**src/rtl/axi_write_sequencer_if.sv**
```systemverilog
// AXI4 bus bundle shared by the write sequencer and the crossbar slave port.
// The master view drives requests; the slave view drives ready and response signals.
interface AXI_BUS #(
    parameter int unsigned AXI_ADDR_WIDTH = 64,
    parameter int unsigned AXI_DATA_WIDTH = 64,
    parameter int unsigned AXI_ID_WIDTH   = 4,
    parameter int unsigned AXI_USER_WIDTH = 64
);
    localparam int unsigned AXI_STRB_WIDTH = AXI_DATA_WIDTH / 8;

    logic [AXI_ID_WIDTH-1:0]   aw_id;
    logic [AXI_ADDR_WIDTH-1:0] aw_addr;
    logic [7:0]                aw_len;
    logic [2:0]                aw_size;
    logic [1:0]                aw_burst;
    logic                      aw_lock;
    logic [3:0]                aw_cache;
    logic [2:0]                aw_prot;
    logic [3:0]                aw_qos;
    logic [3:0]                aw_region;
    logic [5:0]                aw_atop;
    logic [AXI_USER_WIDTH-1:0] aw_user;
    logic                      aw_valid;
    logic                      aw_ready;

    logic [AXI_DATA_WIDTH-1:0] w_data;
    logic [AXI_STRB_WIDTH-1:0] w_strb;
    logic                      w_last;
    logic [AXI_USER_WIDTH-1:0] w_user;
    logic                      w_valid;
    logic                      w_ready;

    logic [AXI_ID_WIDTH-1:0]   b_id;
    logic [1:0]                b_resp;
    logic [AXI_USER_WIDTH-1:0] b_user;
    logic                      b_valid;
    logic                      b_ready;

    logic [AXI_ID_WIDTH-1:0]   ar_id;
    logic [AXI_ADDR_WIDTH-1:0] ar_addr;
    logic [7:0]                ar_len;
    logic [2:0]                ar_size;
    logic [1:0]                ar_burst;
    logic                      ar_lock;
    logic [3:0]                ar_cache;
    logic [2:0]                ar_prot;
    logic [3:0]                ar_qos;
    logic [3:0]                ar_region;
    logic [AXI_USER_WIDTH-1:0] ar_user;
    logic                      ar_valid;
    logic                      ar_ready;

    logic [AXI_ID_WIDTH-1:0]   r_id;
    logic [AXI_DATA_WIDTH-1:0] r_data;
    logic [1:0]                r_resp;
    logic                      r_last;
    logic [AXI_USER_WIDTH-1:0] r_user;
    logic                      r_valid;
    logic                      r_ready;

    modport Master (
        output aw_id, aw_addr, aw_len, aw_size, aw_burst, aw_lock, aw_cache, aw_prot, aw_qos,
               aw_region, aw_atop, aw_user, aw_valid,
        input  aw_ready,
        output w_data, w_strb, w_last, w_user, w_valid,
        input  w_ready,
        input  b_id, b_resp, b_user, b_valid,
        output b_ready,
        output ar_id, ar_addr, ar_len, ar_size, ar_burst, ar_lock, ar_cache, ar_prot, ar_qos,
               ar_region, ar_user, ar_valid,
        input  ar_ready,
        input  r_id, r_data, r_resp, r_last, r_user, r_valid,
        output r_ready
    );

    modport Slave (
        input  aw_id, aw_addr, aw_len, aw_size, aw_burst, aw_lock, aw_cache, aw_prot, aw_qos,
               aw_region, aw_atop, aw_user, aw_valid,
        output aw_ready,
        input  w_data, w_strb, w_last, w_user, w_valid,
        output w_ready,
        output b_id, b_resp, b_user, b_valid,
        input  b_ready,
        input  ar_id, ar_addr, ar_len, ar_size, ar_burst, ar_lock, ar_cache, ar_prot, ar_qos,
               ar_region, ar_user, ar_valid,
        output ar_ready,
        output r_id, r_data, r_resp, r_last, r_user, r_valid,
        input  r_ready
    );
endinterface

```
**src/rtl/axi_write_sequencer.sv**
```systemverilog
// Command-driven AXI4 single-beat write master. Commands are queued in a small FIFO and
// issued one at a time as an AW/W pair; the next command waits for the B response.
module axi_write_sequencer #(
    parameter int unsigned AXI_ADDR_WIDTH = 64,
    parameter int unsigned AXI_DATA_WIDTH = 64,
    parameter int unsigned AXI_ID_WIDTH   = 4,
    parameter int unsigned AXI_USER_WIDTH = 64,
    parameter int unsigned AXI_ID         = 0,
    parameter int unsigned FIFO_DEPTH     = 4,
    parameter int unsigned TIMEOUT        = 255
) (
    input  logic                        clk_i,
    input  logic                        rst_ni,
    input  logic                        cmd_valid_i,
    output logic                        cmd_ready_o,
    input  logic [AXI_ADDR_WIDTH-1:0]   cmd_addr_i,
    input  logic [AXI_DATA_WIDTH-1:0]   cmd_data_i,
    input  logic [AXI_DATA_WIDTH/8-1:0] cmd_strb_i,
    input  logic [2:0]                  cmd_size_i,
    AXI_BUS.Master                      axi_master_port,
    output logic                        busy_o,
    output logic                        wr_done_o,
    output logic [31:0]                 wr_count_o,
    output logic [15:0]                 err_count_o,
    output logic                        timeout_o
);
    localparam int unsigned StrbWidth = AXI_DATA_WIDTH / 8;
    localparam int unsigned PtrWidth  = $clog2(FIFO_DEPTH);
    localparam int unsigned TmoWidth  = (TIMEOUT < 2) ? 1 : $clog2(TIMEOUT + 1);

    localparam logic [PtrWidth:0]   PtrOne   = 1;
    localparam logic [TmoWidth-1:0] TmoOne   = 1;
    localparam logic [TmoWidth-1:0] TmoLimit = TmoWidth'(TIMEOUT);

    typedef enum logic [1:0] {StIdle, StSend, StResp} state_e;

    // Command FIFO; pointers carry one extra bit to tell full from empty.
    logic [AXI_ADDR_WIDTH-1:0] r_fifo_addr [FIFO_DEPTH];
    logic [AXI_DATA_WIDTH-1:0] r_fifo_data [FIFO_DEPTH];
    logic [StrbWidth-1:0]      r_fifo_strb [FIFO_DEPTH];
    logic [2:0]                r_fifo_size [FIFO_DEPTH];
    logic [PtrWidth:0]         r_wptr;
    logic [PtrWidth:0]         r_rptr;

    logic                w_full;
    logic                w_empty;
    logic                w_push;
    logic                w_pop;
    logic [PtrWidth-1:0] w_wr_idx;
    logic [PtrWidth-1:0] w_rd_idx;

    // Sequencer state and registered AXI outputs.
    state_e                    r_state;
    logic                      r_aw_valid;
    logic                      r_w_valid;
    logic                      r_b_ready;
    logic [AXI_ADDR_WIDTH-1:0] r_aw_addr;
    logic [2:0]                r_aw_size;
    logic [AXI_DATA_WIDTH-1:0] r_w_data;
    logic [StrbWidth-1:0]      r_w_strb;
    logic                      r_wr_done;
    logic [31:0]               r_wr_count;
    logic [15:0]               r_err_count;
    logic [TmoWidth-1:0]       r_tmo_cnt;
    logic                      r_timeout;

    logic                w_aw_done;
    logic                w_w_done;
    logic [TmoWidth-1:0] w_tmo_inc;

    assign w_wr_idx = r_wptr[PtrWidth-1:0];
    assign w_rd_idx = r_rptr[PtrWidth-1:0];
    assign w_empty  = (r_wptr == r_rptr);
    assign w_full   = (r_wptr[PtrWidth] != r_rptr[PtrWidth]) &&
                      (r_wptr[PtrWidth-1:0] == r_rptr[PtrWidth-1:0]);
    assign w_push   = cmd_valid_i && !w_full;
    assign w_pop    = (r_state == StIdle) && !w_empty;

    // A channel counts as done once its valid has dropped or it handshakes this cycle.
    assign w_aw_done = !r_aw_valid || axi_master_port.aw_ready;
    assign w_w_done  = !r_w_valid || axi_master_port.w_ready;
    assign w_tmo_inc = r_tmo_cnt + TmoOne;

    // Store accepted commands; storage needs no reset since pointers gate its use.
    always_ff @(posedge clk_i) begin
        if (w_push) begin
            r_fifo_addr[w_wr_idx] <= cmd_addr_i;
            r_fifo_data[w_wr_idx] <= cmd_data_i;
            r_fifo_strb[w_wr_idx] <= cmd_strb_i;
            r_fifo_size[w_wr_idx] <= cmd_size_i;
        end
    end

    // Advance FIFO pointers on push and pop; reset empties the queue.
    always_ff @(posedge clk_i) begin
        if (!rst_ni) begin
            r_wptr <= '0;
            r_rptr <= '0;
        end else begin
            if (w_push) begin
                r_wptr <= r_wptr + PtrOne;
            end
            if (w_pop) begin
                r_rptr <= r_rptr + PtrOne;
            end
        end
    end

    // Issue one write at a time: load AW/W, wait for both handshakes, then collect B.
    always_ff @(posedge clk_i) begin
        if (!rst_ni) begin
            r_state     <= StIdle;
            r_aw_valid  <= 1'b0;
            r_w_valid   <= 1'b0;
            r_b_ready   <= 1'b0;
            r_aw_addr   <= '0;
            r_aw_size   <= '0;
            r_w_data    <= '0;
            r_w_strb    <= '0;
            r_wr_done   <= 1'b0;
            r_wr_count  <= '0;
            r_err_count <= '0;
            r_tmo_cnt   <= '0;
            r_timeout   <= 1'b0;
        end else begin
            r_wr_done <= 1'b0;

            // The watchdog only flags a stall; valid can never be withdrawn.
            if (r_state != StIdle && r_tmo_cnt != TmoLimit) begin
                r_tmo_cnt <= w_tmo_inc;
                if (w_tmo_inc == TmoLimit) begin
                    r_timeout <= 1'b1;
                end
            end

            unique case (r_state)
                StIdle: begin
                    if (w_pop) begin
                        r_aw_addr  <= r_fifo_addr[w_rd_idx];
                        r_aw_size  <= r_fifo_size[w_rd_idx];
                        r_w_data   <= r_fifo_data[w_rd_idx];
                        r_w_strb   <= r_fifo_strb[w_rd_idx];
                        r_aw_valid <= 1'b1;
                        r_w_valid  <= 1'b1;
                        r_tmo_cnt  <= '0;
                        r_state    <= StSend;
                    end
                end
                StSend: begin
                    if (axi_master_port.aw_ready) begin
                        r_aw_valid <= 1'b0;
                    end
                    if (axi_master_port.w_ready) begin
                        r_w_valid <= 1'b0;
                    end
                    if (w_aw_done && w_w_done) begin
                        r_b_ready <= 1'b1;
                        r_state   <= StResp;
                    end
                end
                StResp: begin
                    if (axi_master_port.b_valid) begin
                        r_b_ready  <= 1'b0;
                        r_wr_done  <= 1'b1;
                        r_wr_count <= r_wr_count + 32'd1;
                        if (axi_master_port.b_resp != 2'b00 && r_err_count != 16'hFFFF) begin
                            r_err_count <= r_err_count + 16'd1;
                        end
                        r_state <= StIdle;
                    end
                end
                default: begin
                    r_state <= StIdle;
                end
            endcase
        end
    end

    assign cmd_ready_o = !w_full;
    assign busy_o      = !w_empty || (r_state != StIdle);
    assign wr_done_o   = r_wr_done;
    assign wr_count_o  = r_wr_count;
    assign err_count_o = r_err_count;
    assign timeout_o   = r_timeout;

    // Write address channel: single-beat INCR, all sideband fields zero.
    assign axi_master_port.aw_id     = AXI_ID_WIDTH'(AXI_ID);
    assign axi_master_port.aw_addr   = r_aw_addr;
    assign axi_master_port.aw_len    = 8'd0;
    assign axi_master_port.aw_size   = r_aw_size;
    assign axi_master_port.aw_burst  = 2'b01;
    assign axi_master_port.aw_lock   = 1'b0;
    assign axi_master_port.aw_cache  = 4'd0;
    assign axi_master_port.aw_prot   = 3'd0;
    assign axi_master_port.aw_qos    = 4'd0;
    assign axi_master_port.aw_region = 4'd0;
    assign axi_master_port.aw_atop   = 6'd0;
    assign axi_master_port.aw_user   = '0;
    assign axi_master_port.aw_valid  = r_aw_valid;

    assign axi_master_port.w_data  = r_w_data;
    assign axi_master_port.w_strb  = r_w_strb;
    assign axi_master_port.w_last  = 1'b1;
    assign axi_master_port.w_user  = '0;
    assign axi_master_port.w_valid = r_w_valid;

    assign axi_master_port.b_ready = r_b_ready;

    // Read channels are never used: no requests, and any stray data is drained.
    assign axi_master_port.ar_id     = '0;
    assign axi_master_port.ar_addr   = '0;
    assign axi_master_port.ar_len    = 8'd0;
    assign axi_master_port.ar_size   = 3'd0;
    assign axi_master_port.ar_burst  = 2'b00;
    assign axi_master_port.ar_lock   = 1'b0;
    assign axi_master_port.ar_cache  = 4'd0;
    assign axi_master_port.ar_prot   = 3'd0;
    assign axi_master_port.ar_qos    = 4'd0;
    assign axi_master_port.ar_region = 4'd0;
    assign axi_master_port.ar_user   = '0;
    assign axi_master_port.ar_valid  = 1'b0;
    assign axi_master_port.r_ready   = 1'b1;

    logic w_unused;
    assign w_unused = ^{axi_master_port.b_id, axi_master_port.b_user, axi_master_port.ar_ready,
                        axi_master_port.r_id, axi_master_port.r_data, axi_master_port.r_resp,
                        axi_master_port.r_last, axi_master_port.r_user,
                        axi_master_port.r_valid};
endmodule

```
**src/flat_wrapper.sv**
```systemverilog
// flat-port wrapper written by rule: the top's interface ports become plain ports
module axi_write_sequencer_flat 
#(
    parameter int unsigned AXI_ADDR_WIDTH = 64,
    parameter int unsigned AXI_DATA_WIDTH = 64,
    parameter int unsigned AXI_ID_WIDTH   = 4,
    parameter int unsigned AXI_USER_WIDTH = 64,
    parameter int unsigned AXI_ID         = 0,
    parameter int unsigned FIFO_DEPTH     = 4,
    parameter int unsigned TIMEOUT        = 255
)
  (clk_i, rst_ni, cmd_valid_i, cmd_ready_o, cmd_addr_i, cmd_data_i, cmd_strb_i, cmd_size_i, busy_o, wr_done_o, wr_count_o, err_count_o, timeout_o, axi_master_port_aw_id, axi_master_port_aw_addr, axi_master_port_aw_len, axi_master_port_aw_size, axi_master_port_aw_burst, axi_master_port_aw_lock, axi_master_port_aw_cache, axi_master_port_aw_prot, axi_master_port_aw_qos, axi_master_port_aw_region, axi_master_port_aw_atop, axi_master_port_aw_user, axi_master_port_aw_valid, axi_master_port_aw_ready, axi_master_port_w_data, axi_master_port_w_strb, axi_master_port_w_last, axi_master_port_w_user, axi_master_port_w_valid, axi_master_port_w_ready, axi_master_port_b_id, axi_master_port_b_resp, axi_master_port_b_user, axi_master_port_b_valid, axi_master_port_b_ready, axi_master_port_ar_id, axi_master_port_ar_addr, axi_master_port_ar_len, axi_master_port_ar_size, axi_master_port_ar_burst, axi_master_port_ar_lock, axi_master_port_ar_cache, axi_master_port_ar_prot, axi_master_port_ar_qos, axi_master_port_ar_region, axi_master_port_ar_user, axi_master_port_ar_valid, axi_master_port_ar_ready, axi_master_port_r_id, axi_master_port_r_data, axi_master_port_r_resp, axi_master_port_r_last, axi_master_port_r_user, axi_master_port_r_valid, axi_master_port_r_ready);
  AXI_BUS #(.AXI_ADDR_WIDTH(AXI_ADDR_WIDTH), .AXI_DATA_WIDTH(AXI_DATA_WIDTH), .AXI_ID_WIDTH(AXI_ID_WIDTH), .AXI_USER_WIDTH(AXI_USER_WIDTH)) axi_master_port_i ();
  input  logic clk_i;
  input  logic rst_ni;
  input  logic cmd_valid_i;
  output logic cmd_ready_o;
  input  logic [AXI_ADDR_WIDTH-1:0] cmd_addr_i;
  input  logic [AXI_DATA_WIDTH-1:0] cmd_data_i;
  input  logic [AXI_DATA_WIDTH/8-1:0] cmd_strb_i;
  input  logic [2:0] cmd_size_i;
  output logic busy_o;
  output logic wr_done_o;
  output logic [31:0] wr_count_o;
  output logic [15:0] err_count_o;
  output logic timeout_o;
  output wire logic [$bits(axi_master_port_i.aw_id)-1:0] axi_master_port_aw_id;
  output wire logic [$bits(axi_master_port_i.aw_addr)-1:0] axi_master_port_aw_addr;
  output wire logic [$bits(axi_master_port_i.aw_len)-1:0] axi_master_port_aw_len;
  output wire logic [$bits(axi_master_port_i.aw_size)-1:0] axi_master_port_aw_size;
  output wire logic [$bits(axi_master_port_i.aw_burst)-1:0] axi_master_port_aw_burst;
  output wire logic [$bits(axi_master_port_i.aw_lock)-1:0] axi_master_port_aw_lock;
  output wire logic [$bits(axi_master_port_i.aw_cache)-1:0] axi_master_port_aw_cache;
  output wire logic [$bits(axi_master_port_i.aw_prot)-1:0] axi_master_port_aw_prot;
  output wire logic [$bits(axi_master_port_i.aw_qos)-1:0] axi_master_port_aw_qos;
  output wire logic [$bits(axi_master_port_i.aw_region)-1:0] axi_master_port_aw_region;
  output wire logic [$bits(axi_master_port_i.aw_atop)-1:0] axi_master_port_aw_atop;
  output wire logic [$bits(axi_master_port_i.aw_user)-1:0] axi_master_port_aw_user;
  output wire logic [$bits(axi_master_port_i.aw_valid)-1:0] axi_master_port_aw_valid;
  input wire logic [$bits(axi_master_port_i.aw_ready)-1:0] axi_master_port_aw_ready;
  output wire logic [$bits(axi_master_port_i.w_data)-1:0] axi_master_port_w_data;
  output wire logic [$bits(axi_master_port_i.w_strb)-1:0] axi_master_port_w_strb;
  output wire logic [$bits(axi_master_port_i.w_last)-1:0] axi_master_port_w_last;
  output wire logic [$bits(axi_master_port_i.w_user)-1:0] axi_master_port_w_user;
  output wire logic [$bits(axi_master_port_i.w_valid)-1:0] axi_master_port_w_valid;
  input wire logic [$bits(axi_master_port_i.w_ready)-1:0] axi_master_port_w_ready;
  input wire logic [$bits(axi_master_port_i.b_id)-1:0] axi_master_port_b_id;
  input wire logic [$bits(axi_master_port_i.b_resp)-1:0] axi_master_port_b_resp;
  input wire logic [$bits(axi_master_port_i.b_user)-1:0] axi_master_port_b_user;
  input wire logic [$bits(axi_master_port_i.b_valid)-1:0] axi_master_port_b_valid;
  output wire logic [$bits(axi_master_port_i.b_ready)-1:0] axi_master_port_b_ready;
  output wire logic [$bits(axi_master_port_i.ar_id)-1:0] axi_master_port_ar_id;
  output wire logic [$bits(axi_master_port_i.ar_addr)-1:0] axi_master_port_ar_addr;
  output wire logic [$bits(axi_master_port_i.ar_len)-1:0] axi_master_port_ar_len;
  output wire logic [$bits(axi_master_port_i.ar_size)-1:0] axi_master_port_ar_size;
  output wire logic [$bits(axi_master_port_i.ar_burst)-1:0] axi_master_port_ar_burst;
  output wire logic [$bits(axi_master_port_i.ar_lock)-1:0] axi_master_port_ar_lock;
  output wire logic [$bits(axi_master_port_i.ar_cache)-1:0] axi_master_port_ar_cache;
  output wire logic [$bits(axi_master_port_i.ar_prot)-1:0] axi_master_port_ar_prot;
  output wire logic [$bits(axi_master_port_i.ar_qos)-1:0] axi_master_port_ar_qos;
  output wire logic [$bits(axi_master_port_i.ar_region)-1:0] axi_master_port_ar_region;
  output wire logic [$bits(axi_master_port_i.ar_user)-1:0] axi_master_port_ar_user;
  output wire logic [$bits(axi_master_port_i.ar_valid)-1:0] axi_master_port_ar_valid;
  input wire logic [$bits(axi_master_port_i.ar_ready)-1:0] axi_master_port_ar_ready;
  input wire logic [$bits(axi_master_port_i.r_id)-1:0] axi_master_port_r_id;
  input wire logic [$bits(axi_master_port_i.r_data)-1:0] axi_master_port_r_data;
  input wire logic [$bits(axi_master_port_i.r_resp)-1:0] axi_master_port_r_resp;
  input wire logic [$bits(axi_master_port_i.r_last)-1:0] axi_master_port_r_last;
  input wire logic [$bits(axi_master_port_i.r_user)-1:0] axi_master_port_r_user;
  input wire logic [$bits(axi_master_port_i.r_valid)-1:0] axi_master_port_r_valid;
  output wire logic [$bits(axi_master_port_i.r_ready)-1:0] axi_master_port_r_ready;
  assign axi_master_port_aw_id = axi_master_port_i.aw_id;
  assign axi_master_port_aw_addr = axi_master_port_i.aw_addr;
  assign axi_master_port_aw_len = axi_master_port_i.aw_len;
  assign axi_master_port_aw_size = axi_master_port_i.aw_size;
  assign axi_master_port_aw_burst = axi_master_port_i.aw_burst;
  assign axi_master_port_aw_lock = axi_master_port_i.aw_lock;
  assign axi_master_port_aw_cache = axi_master_port_i.aw_cache;
  assign axi_master_port_aw_prot = axi_master_port_i.aw_prot;
  assign axi_master_port_aw_qos = axi_master_port_i.aw_qos;
  assign axi_master_port_aw_region = axi_master_port_i.aw_region;
  assign axi_master_port_aw_atop = axi_master_port_i.aw_atop;
  assign axi_master_port_aw_user = axi_master_port_i.aw_user;
  assign axi_master_port_aw_valid = axi_master_port_i.aw_valid;
  assign axi_master_port_i.aw_ready = axi_master_port_aw_ready;
  assign axi_master_port_w_data = axi_master_port_i.w_data;
  assign axi_master_port_w_strb = axi_master_port_i.w_strb;
  assign axi_master_port_w_last = axi_master_port_i.w_last;
  assign axi_master_port_w_user = axi_master_port_i.w_user;
  assign axi_master_port_w_valid = axi_master_port_i.w_valid;
  assign axi_master_port_i.w_ready = axi_master_port_w_ready;
  assign axi_master_port_i.b_id = axi_master_port_b_id;
  assign axi_master_port_i.b_resp = axi_master_port_b_resp;
  assign axi_master_port_i.b_user = axi_master_port_b_user;
  assign axi_master_port_i.b_valid = axi_master_port_b_valid;
  assign axi_master_port_b_ready = axi_master_port_i.b_ready;
  assign axi_master_port_ar_id = axi_master_port_i.ar_id;
  assign axi_master_port_ar_addr = axi_master_port_i.ar_addr;
  assign axi_master_port_ar_len = axi_master_port_i.ar_len;
  assign axi_master_port_ar_size = axi_master_port_i.ar_size;
  assign axi_master_port_ar_burst = axi_master_port_i.ar_burst;
  assign axi_master_port_ar_lock = axi_master_port_i.ar_lock;
  assign axi_master_port_ar_cache = axi_master_port_i.ar_cache;
  assign axi_master_port_ar_prot = axi_master_port_i.ar_prot;
  assign axi_master_port_ar_qos = axi_master_port_i.ar_qos;
  assign axi_master_port_ar_region = axi_master_port_i.ar_region;
  assign axi_master_port_ar_user = axi_master_port_i.ar_user;
  assign axi_master_port_ar_valid = axi_master_port_i.ar_valid;
  assign axi_master_port_i.ar_ready = axi_master_port_ar_ready;
  assign axi_master_port_i.r_id = axi_master_port_r_id;
  assign axi_master_port_i.r_data = axi_master_port_r_data;
  assign axi_master_port_i.r_resp = axi_master_port_r_resp;
  assign axi_master_port_i.r_last = axi_master_port_r_last;
  assign axi_master_port_i.r_user = axi_master_port_r_user;
  assign axi_master_port_i.r_valid = axi_master_port_r_valid;
  assign axi_master_port_r_ready = axi_master_port_i.r_ready;
  axi_write_sequencer #(.AXI_ADDR_WIDTH(AXI_ADDR_WIDTH), .AXI_DATA_WIDTH(AXI_DATA_WIDTH), .AXI_ID_WIDTH(AXI_ID_WIDTH), .AXI_USER_WIDTH(AXI_USER_WIDTH), .AXI_ID(AXI_ID), .FIFO_DEPTH(FIFO_DEPTH), .TIMEOUT(TIMEOUT)) u_core (.clk_i(clk_i), .rst_ni(rst_ni), .cmd_valid_i(cmd_valid_i), .cmd_ready_o(cmd_ready_o), .cmd_addr_i(cmd_addr_i), .cmd_data_i(cmd_data_i), .cmd_strb_i(cmd_strb_i), .cmd_size_i(cmd_size_i), .axi_master_port(axi_master_port_i), .busy_o(busy_o), .wr_done_o(wr_done_o), .wr_count_o(wr_count_o), .err_count_o(err_count_o), .timeout_o(timeout_o));
endmodule
```
**config.mk**
```make
export PLATFORM = sky130hd
export DESIGN_NAME = axi_write_sequencer_flat
export DESIGN_NICKNAME = d
export VERILOG_FILES = /design/src/rtl/axi_write_sequencer_if.sv /design/src/rtl/axi_write_sequencer.sv /design/src/flat_wrapper.sv
export SDC_FILE = /design/constraint.sdc
export NUM_CORES = 1
export LEC_CHECK = 0
export ABC_CLOCK_PERIOD_IN_PS = 7000
export BUFFER_PORTS_ARGS = -buffer_cell sky130_fd_sc_hd__buf_4
export CORE_AREA = 2 2 339 341
export CTS_BUF_LIST = sky130_fd_sc_hd__clkbuf_16
export DETAILED_ROUTE_END_ITERATION = 8
export DIE_AREA = 0 0 341 343
export GPL_TIMING_DRIVEN = 1
export PLACE_DENSITY = 0.43
export SYNTH_ARGS = -nofsm -noshare
export SYNTH_HDL_FRONTEND = slang
export SYNTH_SLANG_ARGS = --single-unit
```
**constraint.sdc**
```tcl
create_clock -name clk_i -period 7 [get_ports clk_i]
set_input_delay 0.35 -clock clk_i [delete_from_list [all_inputs] [get_ports clk_i]]
set_output_delay 0.35 -clock clk_i [all_outputs]
set_load 0.01 [all_outputs]
```
Word-level counts from Yosys, hierarchy flattened

Memories as Yosys holds them, arrays and structs flattened. A register that Yosys moved wholly into a read port is not among the register bits.
Cells that the tools add are included.
W data, S select, Z words.

Flip-flop bits (word level): 69
RAM bits: 556
Bits of input ports: 352
Output and inout port bits: 522
Word-level logic and storage cells: 82
Memories kept: 4

Memories:

| memory             | words | bits a word | rd ports | clocked after Yosys merged registers in | wr ports | RTL line                  | source |
|---|---|---|---|---|---|---|---|
| u_core.r_fifo_addr | 4     | 64          | 1        | 1                                       | 1        | axi_write_sequencer.sv:38 | `logic [AXI_ADDR_WIDTH-1:0] r_fifo_addr [FIFO_DEPTH];` |
| u_core.r_fifo_data | 4     | 64          | 1        | 1                                       | 1        | axi_write_sequencer.sv:39 | `logic [AXI_DATA_WIDTH-1:0] r_fifo_data [FIFO_DEPTH];` |
| u_core.r_fifo_strb | 4     | 8           | 1        | 1                                       | 1        | axi_write_sequencer.sv:40 | `logic [StrbWidth-1:0] r_fifo_strb [FIFO_DEPTH];` |
| u_core.r_fifo_size | 4     | 3           | 1        | 1                                       | 1        | axi_write_sequencer.sv:41 | `logic [2:0] r_fifo_size [FIFO_DEPTH];` |

Add/sub/neg operators: 5
Eq/ne operators: 13
Multiplexer cells: 18
Reduce and logical (&&, ||, !) cells: 31

Operators with widths:

| cell                    | count |
|---|---|
| $add A32 B1 Y32 const B | 1 |
| $mux W8                 | 3 |
| $add A16 B1 Y16 const B | 1 |
| $ne A16 B16 Y1 const B  | 1 |
| $reduce_and A3 Y1       | 5 |
| $add A8 B1 Y8 const B   | 1 |
| $eq A8 B8 Y1 const B    | 1 |
| $logic_not A1 Y1        | 8 |
| $mux W1                 | 8 |
| $ne A8 B8 Y1 const B    | 1 |
| $reduce_and A2 Y1       | 4 |
| $reduce_bool A2 Y1      | 4 |
| $add A3 B1 Y3 const B   | 2 |
| $logic_and A1 B1 Y1     | 6 |
| $mux W2                 | 3 |
| $ne A2 B2 Y1 const B    | 3 |
| $pmux W1 S2             | 3 |
| $pmux W2 S3             | 1 |
| $ne A2 B1 Y1 const B    | 2 |
| $eq A3 B3 Y1            | 1 |
| $logic_or A1 B1 Y1      | 3 |
| $eq A2 B1 Y1 const B    | 1 |
| $eq A2 B2 Y1            | 1 |
| $eq A2 B2 Y1 const B    | 1 |
| other kinds (2)         | 2 |

Logic depth before layout (Yosys ltp)

Depth after elaboration: 6
Mapped depth: 8

Least setup slack after synthesis

OpenSTA, ideal clock, no wires.

Path kind: register to register
Start point: register u_core.r_rptr[1]
End point: memory u_core.r_fifo_addr[3][0], enable pin
Setup time: 517 ps
Arrival time: 4302 ps
Path slack: 2182 ps
Cell stages (with the launch flop): 5
Path through: dfxtp_1 -> buf_2 -> xnor2_1 -> a31oi_1 -> and2_1

Word-level cells in the longest chain between the ends: 6

Ends and longest elaborated chain:

| item                          | RTL line                   | source |
|---|---|---|
| start: declaration            | axi_write_sequencer.sv:43  | `logic [PtrWidth:0] r_rptr;` |
| start signal: assignment      | axi_write_sequencer.sv:104 | `r_rptr <= r_rptr + PtrOne;` |
| $eq A2 B2 Y1                  | axi_write_sequencer.sv:75  | `(r_wptr[PtrWidth-1:0] == r_rptr[PtrWidth-1:0]);` |
| $logic_and A1 B1 Y1           | axi_write_sequencer.sv:74  | `assign w_full = (r_wptr[PtrWidth] != r_rptr[PtrWidth]) &&` |
| $logic_not A1 Y1              | axi_write_sequencer.sv:76  | `assign w_push = cmd_valid_i && !w_full;` |
| $logic_and A1 B1 Y1           | axi_write_sequencer.sv:76  |  |
| $mux W1                       | axi_write_sequencer.sv:86  | `if (w_push) begin` |
| $mux W1 (implied by the code) | axi_write_sequencer.sv:87  | `r_fifo_addr[w_wr_idx] <= cmd_addr_i;` |
| end: declaration              | axi_write_sequencer.sv:38  |  |

No other way between the ends.

Final worst setup path

Start point: register u_core.r_rptr[1]
End point: memory u_core.r_fifo_data[2][53], enable pin

Word-level cells in the longest chain between the ends: 6

Ends and longest elaborated chain:

| item                          | RTL line                  | source |
|---|---|---|
| $eq A2 B2 Y1                  | axi_write_sequencer.sv:75 |  |
| $logic_and A1 B1 Y1           | axi_write_sequencer.sv:74 |  |
| $logic_not A1 Y1              | axi_write_sequencer.sv:76 |  |
| $logic_and A1 B1 Y1           | axi_write_sequencer.sv:76 |  |
| $mux W1                       | axi_write_sequencer.sv:86 |  |
| $mux W1 (implied by the code) | axi_write_sequencer.sv:88 | `r_fifo_data[w_wr_idx] <= cmd_data_i;` |
| end: declaration              | axi_write_sequencer.sv:39 |  |

No other way between the ends.

==> impl_metrics.toml <==
[status]
status = "complete, no violations"

[timing]
min_period_ns = 3.792
whs_ns = 0.09158
worst_pin_slew_ns = 1.030
finalCritPeriodShare = 0.5417
fmax_mhz = 263.7
hold_violations = 0
slew_viol_final = 0
grt_setup_unrepaired = "no"
setup_viol = 0
setup_tns_ns = 0
max_slew_margin = 0.3131
fin_skew_ns = 0.03859

[power]
p_int_mw = 9.225
leakagePower_nw = 13.61
comb_power_share = 0.243
finalPower_mw = 13.28
clkPwrFrac = 0.326
seqPwrFrac = 0.432
p_sw_frac = 0.3053
p_switching_mw = 4.055
ir_drop_uv = 443.3
p_per_area_nw_per_um2 = 352.1

[synth]
synth-seq-area-share = 0.6829
synth_edf_count = 556
synth_cell_types = 59
synth_top_family_by_area = "multiplexers"
yosysTopAreaCellShare = 0.5466
synth_compound_gate_area_share = 0.03363
synth_seq_cells = 764
post-synth-top-count-cell = "edfxtp_1"
syn_inst = 2042
synthSimpleGateAreaFrac = 0.06722
synth-xor-area-share = 0.01290
muxShareOfSynthArea = 0.1035
synth.cell_area_um2 = 30540
synthArstFlopShare = 0
yosys_warnings = 0
synthTopCellsByCount = "edfxtp_1 (556), buf_4 (330), nand2_1 (307)"
synthTopCellsByArea = "edfxtp_1 (55%), dfxtp_1 (14%), mux4_2 (10%)"
synth-adder-area-share = 0.003687
yosys.area.top_type = "edfxtp_1"
syn_area_per_cell_um2 = 14.96
synthFlopType = "edfxtp_1"

[critical_path]
required_ns = 7.25
arrival_ns = 4.04
crit_fanout = 103
timing.rr.end = "u_core.r_fifo_data[2][53]"
crit-reg2reg-launch = "u_core.r_rptr[1]"
crit_type = "reg2reg"
r2r_slack_ns = 3.21
r2r_cells = 4
end_kind = "flop"
startpoint_type = "flop"

[clock_tree]
root_buffer = "clkbuf_16"
cts_tree = "built"
clk_pin_slew_ns = 0.06
cts.sinks = 764
cts_buffer_depth = 3
postCtsResizedCells = 0
h-tree-depth = 3
cts_buffers = 85
clock_latency_ns = 0.65

[final_layout]
nets = 2895
fin_area_um2 = 37720
drive_gt1_frac = 0.2437
area_growth_pct = 23.48
post-route-util = 0.3326

[min_path]
hold_path.class = "in2reg"
worstHoldStart = "rst_ni"
hold_end = "u_core.err_count_o[6]"
whs_path_depth = 2

[die]
dieArea_um2 = 117000
die_h_um = 343
die_x_um = 341
core_area_um2 = 113400
rows = 124
initial_core_util = 0.2693
boundaryPins = 874

[grt]
grt_max_degree = 143
grt_pass1_wl_um = 115200
grt_pass1_vias = 17224
overflow = 0
antenna_found_initial = 23
track_usage = 0.1339

[detailed_routing]
routed_wl_um = 80690
first_iter_violations = 758
ant_nets = 0
wl_per_cell_um = 19.55
drc = 0
dr.pass1.iters = 5
vias_per_cell = 4.164
vias = 17185

[placement]
place_congestion = 0.7071
placed_area_um2 = 33550
io_buffers = 340
hpwlAfterDp_um = 47890

[run]
drv_cap = 0
routing by layer:
metal / share of wire / GRT usage / up-vias / wire, µm
met5: 0.0019 / 0 / - / 150
met4: 0.022 / 0.03827 / 26 / 1813
met3: 0.078 / 0.04621 / 122 / 6326
met2: 0.51 / 0.2356 / 555 / 40870
met1: 0.39 / 0.1539 / 8662 / 31530
li1: - / - / 7820 / -
power groups by stage:
stage	combinational [mW]	sequential, mW	clock (mW)
4_1_cts	3.36	5.75	4.49
3_5_place_dp	3.28	5.84	0
2_1_floorplan	1.88	5.87	0
5_1_grt	3.57	5.80	4.65
3_3_place_gp	3.28	5.82	0
6_report	3.22	5.73	4.32
worst max path at each step:
stage | startpoint | endpoint | slack (ns) | cells after the start
2_1_floorplan | u_core.r_rptr[1] | u_core.r_fifo_addr[3][0] | 2.18 | 4
3_3_place_gp | u_core.r_rptr[1] | u_core.r_fifo_data[1][43] | 3.07 | 4
3_5_place_dp | u_core.r_rptr[1] | u_core.r_fifo_data[1][44] | 3.04 | 4
4_1_cts | u_core.r_rptr[1] | u_core.r_fifo_addr[1][8] | 3.04 | 4
5_1_grt | u_core.r_rptr[0] | u_core.r_fifo_data[2][53] | 2.92 | 4
6_report | u_core.r_rptr[1] | u_core.r_fifo_data[2][53] | 3.21 | 4
metrics by stage:
step / setup WS [ns] / cells
floorplan: 2.182 / 2368
global placement: 3.066 / 3817
detailed placement: 3.041 / 3817
CTS: 3.042 / 4118
global route: 2.920 / 4122
finish: 3.208 / 4127
logic make-up (layout without fill, tap and decap cells):
group	Yosys count	count (layout)
buffers and inverters	429	667
xor gates and xnor gates	45	45
DFF	764	764
and+or+nand+nor	462	462
adders and majority gates	9	9
muxes	142	142
AOI/OAI and AO/OA	189	189
other	2	337
sequential cells by signal (all words and copies together) (netlist names):
signal	count
u_core.axi_master_port.w_valid	1
u_core.r_state	2
u_core.axi_master_port.w_strb	8
u_core.axi_master_port.aw_addr	64
u_core.axi_master_port.w_data	64
u_core.timeout_o	1
u_core.r_fifo_addr	256
u_core.r_wptr	3
u_core.axi_master_port.aw_valid	1
u_core.r_fifo_size	12
u_core.err_count_o	16
u_core.r_fifo_strb	32
u_core.r_rptr	3
u_core.wr_done_o	1
u_core.r_fifo_data	256
u_core.wr_count_o	32
u_core.axi_master_port.b_ready	1
u_core.r_tmo_cnt	8
u_core.axi_master_port.aw_size	3
layout make-up:
class	instances	area, µm²
diodes	9	22.52
clock inverters	73	569.3
well taps	1512	1892
clock buffers	86	2152
flip-flops and latches	764	20870
multi-input cells	1175	8005
repair buffers	494	4151
fillers	11126	75700
inverters	14	57.56
timing repair:
| item | CTS | global route |
|---|---|---|
| buffers inserted | 0 | 0 |
| hold buffers | 142 | 0 |
| hold endpoints to repair | 559 | 0 |
cell usage in the layout (no fill, tap or decap), types with 5 or more instances in the layout:
cell	synthesis	routed
bufinv_16	0	7
buf_4	330	345
buf_12	0	7
diode_2	0	9
nand4_1	21	21
dfxtp_1	208	206
xnor2_1	16	16
mux4_2	139	139
conb_1	2	328
or3_1	5	5
dlygate4sd3_1	0	142
clkinv_2	0	7
xor2_1	29	29
inv_1	13	41
and3_1	7	7
edfxtp_1	556	556
nor2_1	59	59
nor3_1	7	7
nand2_1	307	306
o21ai_0	11	11
ha_1	9	9
nand3_1	17	17
clkinv_1	0	18
a21oi_1	156	156
clkbuf_16	0	86
clkinvlp_4	0	5
worst max-delay path, cell delays in order (launching register included):
cell	delay (ns)
dfxtp_4	0.79
xnor2_1	0.33
a31oi_1	0.74
and2_4	0.75
buf_12	0.54
Note: power is estimated with default switching activity, not from simulation.
